--- config.mk ---
export PLATFORM = sky130hd
export DESIGN_NAME = axis_mux_n
export DESIGN_NICKNAME = d
export VERILOG_FILES = /design/src/rtl/axis_mux_pkg.sv /design/src/rtl/axis_mux_n_rr_arbiter.sv /design/src/rtl/axis_mux_n.sv
export SDC_FILE = /design/constraint.sdc
export NUM_CORES = 1
export LEC_CHECK = 0
export ABC_AREA = 1
export CAP_MARGIN = 20
export CORE_MARGIN = 10
export CORE_UTILIZATION = 34
export DETAILED_ROUTE_END_ITERATION = 16
export GPL_ROUTABILITY_DRIVEN = 0
export PLACE_DENSITY_LB_ADDON = 0.12
export SYNTH_ARGS = -nofsm -noshare
export SYNTH_HDL_FRONTEND = slang
export SYNTH_HIERARCHICAL = 1
export SYNTH_SLANG_ARGS = --single-unit
--- constraint.sdc ---
create_clock -name clk -period 1.3 [get_ports clk]
set_clock_uncertainty 0.1 [all_clocks]
set_input_delay 0.195 -clock clk [delete_from_list [all_inputs] [get_ports clk]]
set_output_delay 0.195 -clock clk [all_outputs]
set_load 0.05 [all_outputs]
--- src/rtl/axis_mux_pkg.sv ---
// Shared types and sizing helper for the packet-aware N:1 stream mux.
package axis_mux_pkg;

    typedef enum {ARB_SEL, ARB_RR} arb_mode_e;

    typedef enum logic {IDLE, LOCK} mux_state_e;

    function automatic int sel_w(input int nch);
        return (nch > 1) ? $clog2(nch) : 1;
    endfunction

endpackage

--- src/rtl/axis_mux_n_rr_arbiter.sv ---
// Combinational rotating-priority arbiter: highest priority is the request just after 'last'.
module rr_arbiter
    import axis_mux_pkg::*;
#(
    parameter  int N    = 4,
    localparam int SELW = sel_w(N)
) (
    input  logic [N-1:0]    req,
    input  logic [SELW-1:0] last,
    output logic [SELW-1:0] gnt_idx,
    output logic            gnt_vld
);

    // Walk from lowest to highest priority so the highest-priority hit is written last.
    always_comb begin
        int idx;
        idx     = 0;
        gnt_idx = '0;
        gnt_vld = 1'b0;
        for (int k = N; k >= 1; k--) begin
            idx = (int'(last) + k) % N;
            if (req[idx]) begin
                gnt_idx = idx[SELW-1:0];
                gnt_vld = 1'b1;
            end
        end
    end

endmodule

--- src/rtl/axis_mux_n.sv ---
// Packet-aware N:1 AXI-Stream mux with registered output slice; grant held from first beat to tlast.
module axis_mux_n
    import axis_mux_pkg::*;
#(
    parameter  int DW       = 8,
    parameter  int NCH      = 4,
    parameter  int ARB_MODE = 0,
    localparam int SELW     = sel_w(NCH)
) (
    input  logic              clk,
    input  logic              rst,
    input  logic [SELW-1:0]   sel,
    input  logic [NCH*DW-1:0] s_tdata,
    input  logic [NCH-1:0]    s_tvalid,
    input  logic [NCH-1:0]    s_tlast,
    output logic [NCH-1:0]    s_tready,
    output logic [DW-1:0]     m_tdata,
    output logic              m_tvalid,
    output logic              m_tlast,
    output logic [SELW-1:0]   m_tid,
    input  logic              m_tready,
    output logic              busy
);

    mux_state_e      state, state_nxt;
    logic [SELW-1:0] grant;
    logic [SELW-1:0] rr_ptr;
    logic            rr_seen;
    logic [SELW-1:0] rr_last;
    logic [SELW-1:0] rr_idx;
    logic            rr_vld;
    logic [SELW-1:0] cand;
    logic            cand_vld;
    logic            out_rdy;
    logic            acc;
    logic            grant_vld;
    logic            grant_last;
    logic [DW-1:0]   grant_data;

    assign out_rdy = ~m_tvalid | m_tready;

    // Until the first packet completes, start the rotation so channel 0 has top priority.
    assign rr_last = rr_seen ? rr_ptr : SELW'(NCH - 1);

    rr_arbiter #(.N(NCH)) u_arb (
        .req     (s_tvalid),
        .last    (rr_last),
        .gnt_idx (rr_idx),
        .gnt_vld (rr_vld)
    );

    always_comb begin
        cand     = '0;
        cand_vld = 1'b0;
        if (ARB_MODE == int'(ARB_RR)) begin
            cand     = rr_idx;
            cand_vld = rr_vld;
        end else begin
            cand = sel;
            // Out-of-range sel never matches, so arbitration stays idle.
            for (int i = 0; i < NCH; i++) begin
                if (sel == SELW'(i)) cand_vld = s_tvalid[i];
            end
        end
    end

    always_comb begin
        grant_vld  = 1'b0;
        grant_last = 1'b0;
        grant_data = '0;
        for (int i = 0; i < NCH; i++) begin
            if (grant == SELW'(i)) begin
                grant_vld  = s_tvalid[i];
                grant_last = s_tlast[i];
                grant_data = s_tdata[i*DW +: DW];
            end
        end
    end

    assign acc = (state == LOCK) & grant_vld & out_rdy & ~rst;

    always_ff @(posedge clk) begin
        if (rst) state <= IDLE;
        else     state <= state_nxt;
    end

    always_comb begin
        state_nxt = state;
        case (state)
            IDLE:    if (cand_vld) state_nxt = LOCK;
            LOCK:    if (acc && grant_last) state_nxt = IDLE;
            default: state_nxt = IDLE;
        endcase
    end

    always_comb begin
        s_tready = '0;
        busy     = (state == LOCK) & ~rst;
        if (!rst && state == LOCK) begin
            for (int i = 0; i < NCH; i++) begin
                if (grant == SELW'(i)) s_tready[i] = out_rdy;
            end
        end
    end

    always_ff @(posedge clk) begin
        if (rst) begin
            grant   <= '0;
            rr_ptr  <= '0;
            rr_seen <= 1'b0;
        end else begin
            if (state == IDLE && cand_vld) grant <= cand;
            if (acc && grant_last) begin
                rr_ptr  <= grant;
                rr_seen <= 1'b1;
            end
        end
    end

    always_ff @(posedge clk) begin
        if (rst) begin
            m_tvalid <= 1'b0;
            m_tdata  <= '0;
            m_tlast  <= 1'b0;
            m_tid    <= '0;
        end else if (out_rdy) begin
            m_tvalid <= acc;
            if (acc) begin
                m_tdata <= grant_data;
                m_tlast <= grant_last;
                m_tid   <= grant;
            end
        end
    end

endmodule
==> results of run 1 <==
[how the worst max path moves through the flow]
stage / start / end / slack (ns) / depth (start not counted)
floorplan: state$_SDFF_PP0_ / m_tid[0]$_SDFFE_PP0P_ / -0.28 / 9
global placement: m_tready / s_tready[2] / -0.37 / 7
detailed placement: m_tready / m_tdata[7]$_SDFFE_PP0P_ / -0.41 / 10
CTS: state$_SDFF_PP0_ / s_tready[1] / -0.31 / 6
global route: state$_SDFF_PP0_ / s_tready[1] / -0.36 / 6
finish: state$_SDFF_PP0_ / s_tready[1] / -0.31 / 6
[cells in the final DEF, fill, tap and decap left out, drive strengths merged]
master         count
clkbuf             4
clkdlybuf4s50     43
inv               14
dlygate4sd2        1
nand2             68
dfxtp             15
o21ai              5
nand3             15
a21oi             12
nor2              10
nand4              7
buf               52
nor3               3
[cells by family after synthesis]
family                 after synthesis  synth area share (%)
buffers and inverters               20                 10.71
flip-flops                          15                 27.94
AND/OR/NAND/NOR                    103                 50.29
AO/OA/AOI/OAI                       17                 11.06
[sequential cells by signal, indices dropped and copies added, names as in the netlist]
signal    cells
m_tdata       8
grant         2
m_tid         2
m_tlast       1
m_tvalid      1
state         1
[stage by stage]
stage               util, %  hold slack (ns)  power [mW]  std cells
finish                79.71           0.4137       1.710        293
global route          79.71           0.4172       1.802        293
CTS                   75.21           0.3924       1.639        288
detailed placement    70.08           0.4091       1.308        277
global placement      70.08           0.4019       1.296        277
floorplan                 -           0.1641      0.8958        155
[cell usage after synthesis (all sizes together)]
cell type | number | area [um^2]
nand3 | 15 | 120.1
nand4 | 7 | 50.05
dfxtp | 15 | 300.3
buf | 6 | 60.05
nor2 | 10 | 55.05
a21oi | 12 | 93.84
nor3 | 3 | 15.01
o21ai | 5 | 25.02
nand2 | 68 | 300.3
inv | 14 | 55.06
[repair_timing]
action,4_1_cts,5_1_grt
gates cloned,1,0
setup buffers,6,6
pin swaps,4,7
gates resized for setup,17,21
setup endpoints to repair,18,18
[worst max-delay path, cell delays in order (launching register included)]
cell	delay, ns
dfxtp_2	0.33
inv_2	0.05
nor2_4	0.12
nand2_4	0.07
buf_12	0.14
nor3_4	0.15
buf_12	0.16
[area by class of cell]
cell class | count | area, um^2
sequential | 15 | 310.3
inverter | 14 | 57.56
fill | 194 | 614.3
clock buffer | 4 | 26.28
multi-input combinational | 120 | 812.0
tap | 44 | 55.05
timing repair buffer | 96 | 1152
[layer usage]
metal	global-route usage [%]	vias up
met2	25.34	52
met3	3.656	11
met1	14.87	629
met4	4.647	0
li1	-	691
met5	0	-
[power by group through the flow]
stage | Combinational, mW | Sequential (mW) | Clock (mW)
after floorplan | 0.308 | 0.588 | 0
after global placement | 0.754 | 0.541 | 0
after detailed placement | 0.765 | 0.543 | 0
after CTS | 0.832 | 0.536 | 0.271
after global routing | 0.962 | 0.543 | 0.296
final | 0.903 | 0.539 | 0.269
==> impl_metrics.json, run 1 <==
{
  "clock_tree_from_tritoncts": "built",
  "cells_after_synthesis": 155,
  "wl_met3_um": 255,
  "route.final.wire_length_um": 4165,
  "floorplan.die_area_um2": 5810,
  "worst_r2r_endpoint": "m_tdata[6]$_SDFFE_PP0P_",
  "power_switching_mw": 0.6122,
  "start_kind": "register",
  "topRoutingLayerUsed": "met4",
  "combinational_power_share_pct": 52.8,
  "max-clock-path-buffers": 2,
  "yosys_register_bits": 15,
  "clockPowerShare_pct": 15.7,
  "first_pass_grt_wire_length_um": 6872,
  "fin_ws_ns": -0.3123,
  "worst_setup_hold_path_clk_slew_ns": 0.09,
  "cp.arrival_ns": 1.32,
  "cell_internal_pwr_mw": 1.098,
  "wl_met2_um": 2219,
  "synth_area_per_cell_um2": 6.934,
  "finish.net_count": 295,
  "hold-path-cell-count": 3,
  "htreeDepth": 1,
  "r2r_cells": 10,
  "die-width_um": 76.23,
  "power_density_nw_per_um2": 708.7,
  "chipHeight_um": 76.23,
  "worst_r2r_startpoint": "state$_SDFF_PP0_",
  "avgRoutedWirePerCell_um": 14.22,
  "mappedNetlistArea_um2": 1075,
  "core_area_um2": 3028,
  "synth.lib_cells_used.distinct": 23,
  "vdd_drop_max_uv": 348.6,
  "synth_sequential_area_ratio_pct": 27.94,
  "numCtsBuffers": 3,
  "number_of_hold_repair_buffers_added_at_the_cts_stage": 0,
  "vias_post_dr": 1383,
  "finalMaxSlewViolations": 0,
  "cp_max_fo": 4,
  "met1_wirelength_um": 1592,
  "seq_power_share_pct": 31.5,
  "worstMarginPinSlew_ns": 0.2114,
  "grt_use_total_pct": 13.83,
  "num_antenna_cells": 0,
  "detail_route.iter0.violations": 132,
  "via_count_of_the_first_global_routing_pass": 1477,
  "period_needed_ns": 1.612,
  "clock_sink_count": 15,
  "clock_tree.root_cell": "clkbuf_4",
  "area_growth_syn_to_layout_pct": 124.6,
  "timing_hold_violations_final": 0,
  "p_sw_share_pct": 35.79,
  "drt_pass1_iterations": 4,
  "antenna_left": 0,
  "worst_relative_slew_slack_pct": 85.89,
  "portBuffers": 61,
  "min_to": "grant[1]$_SDFFE_PP0P_",
  "final_min_period_over_clock_period_pct": 124.0,
  "number_of_antenna_violations_at_the_first_check_in_global_routing": 0,
  "grt_max_degree": 13,
  "max_cap_viols": 0,
  "via_per_inst": 4.720,
  "drt_drc_violations_left": 0,
  "setup.worst_path.class": "register to primary output",
  "synth_warnings": 6,
  "max_freq_mhz": 620.2,
  "worst_case_register_to_register_setup_slack_ns": -0.19,
  "boundaryPins": 62,
  "hpwl_after_detailed_placement_um": 3268,
  "cp-end-kind": "primary output",
  "rsz_0062_raised_after_global_routing": "true",
  "status": "complete, but fails checks",
  "final_cell_area_um2": 2414,
  "post_synth_net_total": 200,
  "min-delay-path-class": "primary input to register",
  "clock_latency_ns": 0.29,
  "drive_gt1_share_pct": 47.39,
  "placement.cell_area_um2": 2122,
  "finalSetupViolations": 18,
  "global_route.overflow_total": 0,
  "hold_start": "sel[1]",
  "dp_slack_ns": -0.4107,
  "violations": "negative setup slack",
  "starting_utilization_of_the_core_area_pct": 35.50,
  "placement_rows": 20,
  "timing.critical_path.required_ns": 1.00,
  "setup-tns-final_ns": -3.526,
  "cellLeakagePower_nw": 1.017
}
No activity file was read; power rests on OpenSTA's default activity.
==> run 2: changes to the inputs <==
- ABC_AREA: 1 -> unset
- CORE_MARGIN: 10 -> 8
- CORE_UTILIZATION: 34 -> 31
==> run 2 against run 1 <==
  * The run still ends with negative setup slack left
  * Sequential cell count did not move
  * Cell count fell by 34%
  * First-iteration DRC count fell by 83%
  * Die area fell by 16%
  * Maximum frequency fell by 0.87%
  * Register-to-register slack got worse by 0.14 ns
  * Area after synthesis fell by 17%
  * Synthesized cell count fell by 49%
  * Largest cell class unchanged
  * Highest routed layer unchanged
==> impl_metrics.json, run 2 <==
{
  "hold-path-cell-count": 3,
  "post_synth_edffs": 0,
  "r2r_cells": 5,
  "setup-tns-final_ns": -4.461,
  "clock_latency_ns": 0.30,
  "topRoutingLayerUsed": "met4",
  "placed_cells": 183,
  "start_kind": "register",
  "synthXorXnorAreaFrac_pct": 0,
  "worst_r2r_startpoint": "grant[0]$_SDFFE_PP0P_",
  "clock_tree_from_tritoncts": "built",
  "avgRoutedWirePerCell_um": 16.82,
  "cp.arrival_ns": 1.71,
  "grt_max_degree": 16,
  "starting_utilization_of_the_core_area_pct": 32.40,
  "grt_use_total_pct": 12.68,
  "drt_pass1_iterations": 3,
  "cells_after_synthesis": 79,
  "worst_case_register_to_register_setup_slack_ns": -0.33,
  "synth_top_family_by_area": "multiplexers",
  "timing.critical_path.required_ns": 1.38,
  "clock_sink_count": 15,
  "min_to": "grant[1]$_SDFFE_PP0P_",
  "synthTopCellsByArea": "dfxtp_1 34%, mux4_1 21%, mux2i_1 12%",
  "synth_sequential_area_ratio_pct": 33.61,
  "final_cell_count_no_fill": 192,
  "yosys_register_bits": 15,
  "finalSetupViolations": 18,
  "synth_top_cells_by_count": "15 x dfxtp_1, 12 x nor2_1, 11 x mux2i_1",
  "hpwl_after_detailed_placement_um": 2494,
  "combinational_power_share_pct": 46.0,
  "setup.worst_path.class": "register to register",
  "worst_setup_hold_path_clk_slew_ns": 0.09,
  "synth.lib_cells_used.distinct": 25,
  "period_needed_ns": 1.626,
  "placement.cell_area_um2": 1857,
  "num_antenna_cells": 0,
  "htreeDepth": 1,
  "worst_relative_slew_slack_pct": 81.91,
  "synth_compound_gate_area_share_pct": 6.162,
  "vias_post_dr": 957,
  "max_freq_mhz": 614.8,
  "via_count_of_the_first_global_routing_pass": 1063,
  "detail_route.iter0.violations": 22,
  "wl_met2_um": 1673,
  "cellLeakagePower_nw": 0.8585,
  "power_density_nw_per_um2": 734.0,
  "first_pass_grt_wire_length_um": 5154,
  "power_switching_mw": 0.4613,
  "finalMaxSlewViolations": 0,
  "drive_gt1_share_pct": 42.24,
  "cp_max_fo": 6,
  "num-fill-cells": 189,
  "boundaryPins": 62,
  "worstMarginPinSlew_ns": 0.2714,
  "number_of_antenna_violations_at_the_first_check_in_global_routing": 0,
  "mappedNetlistArea_um2": 893.4,
  "timing_hold_violations_final": 0,
  "ys.flop_type": "dfxtp_1",
  "clock_tree.root_cell": "clkbuf_4",
  "cp-end-kind": "register",
  "yosys.cell_count.top_type": "dfxtp_1",
  "wl_met3_um": 237,
  "cell_internal_pwr_mw": 1.016,
  "final_cell_area_um2": 2012,
  "global_route.overflow_total": 0,
  "post_synth_net_total": 124,
  "netlist.area_leader.share_pct": 33.61,
  "vdd_drop_max_uv": 704.1,
  "area_growth_syn_to_layout_pct": 125.2,
  "cp_slowest_cell": "mux4_2",
  "numCtsBuffers": 3,
  "yosys.area.top_type": "dfxtp_1",
  "min-delay-path-class": "primary input to register",
  "commonest_cells_after_routing_fill_and_taps_aside": "40 x clkdlybuf4s50_1, 18 x buf_12, 16 x buf_4",
  "fin_ws_ns": -0.3265,
  "via_per_inst": 4.984,
  "placement_rows": 19,
  "met1_wirelength_um": 1303,
  "p_sw_share_pct": 31.24,
  "violations": "negative setup slack",
  "area_fraction_in_and_or_nand_and_nor_cells_after_synthesis_pct": 14.29,
  "drt_drc_violations_left": 0,
  "register_containing_the_most_flip_flops_in_the_final_layout": "m_tdata",
  "core_area_um2": 2758,
  "synth_area_per_cell_um2": 11.31,
  "clockPowerShare_pct": 19.0,
  "finish.net_count": 207,
  "chipHeight_um": 69.68,
  "synth_warnings": 6,
  "post_synth_fa_ha_maj_area_fraction_pct": 0,
  "final_min_period_over_clock_period_pct": 125.1,
  "portBuffers": 61,
  "async_flop_share_pct": 0,
  "antenna_left": 0,
  "commonest_non_fill_non_tap_cell_in_the_layout": "clkdlybuf4s50_1",
  "worstPathCellList": "mux4_2 -> nand3_4 -> clkbuf_16 -> mux2i_1 -> nor2_1",
  "floorplan.die_area_um2": 4855,
  "rsz_0062_raised_after_global_routing": "true",
  "max-clock-path-buffers": 2,
  "status": "complete, but fails checks",
  "critical_path.max_stage_delay_ns": 0.52,
  "route.final.wire_length_um": 3230,
  "die-width_um": 69.68,
  "max_cap_viols": 0,
  "reg.largest.list": "m_tdata (8), grant (2), m_tid (2)",
  "muxShareOfSynthArea_pct": 40.48,
  "seq_power_share_pct": 35.0,
  "hold_start": "s_tvalid[0]",
  "worst_r2r_endpoint": "m_tdata[6]$_SDFFE_PP0P_",
  "flip_flop_count_of_the_largest_register_after_layout": 8
}
## run 2: how the worst max path moves through the flow
stage                     cells after the start                  start                 endpoint
after floorplan                               6  grant[0]$_SDFFE_PP0P_  m_tdata[1]$_SDFFE_PP0P_
after global placement                        6            s_tvalid[3]  m_tdata[1]$_SDFFE_PP0P_
after detailed placement                      6            s_tvalid[0]    m_tid[1]$_SDFFE_PP0P_
after CTS                                     5  grant[0]$_SDFFE_PP0P_    m_tid[1]$_SDFFE_PP0P_
after global routing                          5  grant[0]$_SDFFE_PP0P_    m_tid[1]$_SDFFE_PP0P_
final                                         5  grant[0]$_SDFFE_PP0P_  m_tdata[6]$_SDFFE_PP0P_
## run 2: power groups by stage
| stage | Combinational (mW) | Sequential [mW] | Clock (mW) |
|---|---|---|---|
| final | 0.680 | 0.516 | 0.281 |
| after global routing | 0.715 | 0.520 | 0.310 |
| after CTS | 0.659 | 0.516 | 0.289 |
| after detailed placement | 0.617 | 0.523 | 0 |
| after global placement | 0.605 | 0.523 | 0 |
| after floorplan | 0.236 | 0.571 | 0 |
## run 2: area by class of cell
cell class / instances / area [um^2] / area share (%)
tap: 31 / 38.79 / 1.928
sequential: 15 / 307.8 / 15.30
clock buffer: 3 / 22.52 / 1.119
inverter: 1 / 3.754 / 0.1866
timing repair buffer: 84 / 1005 / 49.94
multi-input combinational: 57 / 629.4 / 31.28
clock inverter: 1 / 5.005 / 0.2488
## run 2: cells by family after synthesis
logic type	after synthesis
DFF	15
AOI/OAI and AO/OA	8
muxes	22
and+or+nand+nor	27
buffers and inverters	7
## run 2: layer usage
layer / vias up / global-route usage (%)
li1: 466 / -
met1: 455 / 13.88
met2: 34 / 22.44
met3: 2 / 5.436
met4: 0 / 2.009
met5: - / 0
## run 2: worst max-delay path: cells and delay by family (launching register included)
| kind | cells | cell delay (ns) |
|---|---|---|
| flip-flops | 1 | 0.38 |
| AND/OR/NAND/NOR | 2 | 0.16 |
| multiplexers | 2 | 0.73 |
| buffers and inverters | 1 | 0.16 |
## run 2: metrics by stage
stage	hold slack [ns]	utilization [%]	worst slack [ns]	power [mW]
final	0.2606	72.96	-0.3265	1.477
after global routing	0.2782	72.96	-0.3907	1.545
after CTS	0.3699	71.19	-0.2956	1.464
after detailed placement	0.4051	67.33	-0.5656	1.140
after global placement	0.3873	67.33	-0.5218	1.129
after floorplan	0.2389	-	-0.3681	0.8070
## run 2: timing repair
item	CTS	global route
cloned	0	1
buffers inserted	4	0
hold endpoints to repair	0	0
setup endpoints to repair	20	20
hold buffers	0	0
pin swaps	4	6
resized for setup	20	7
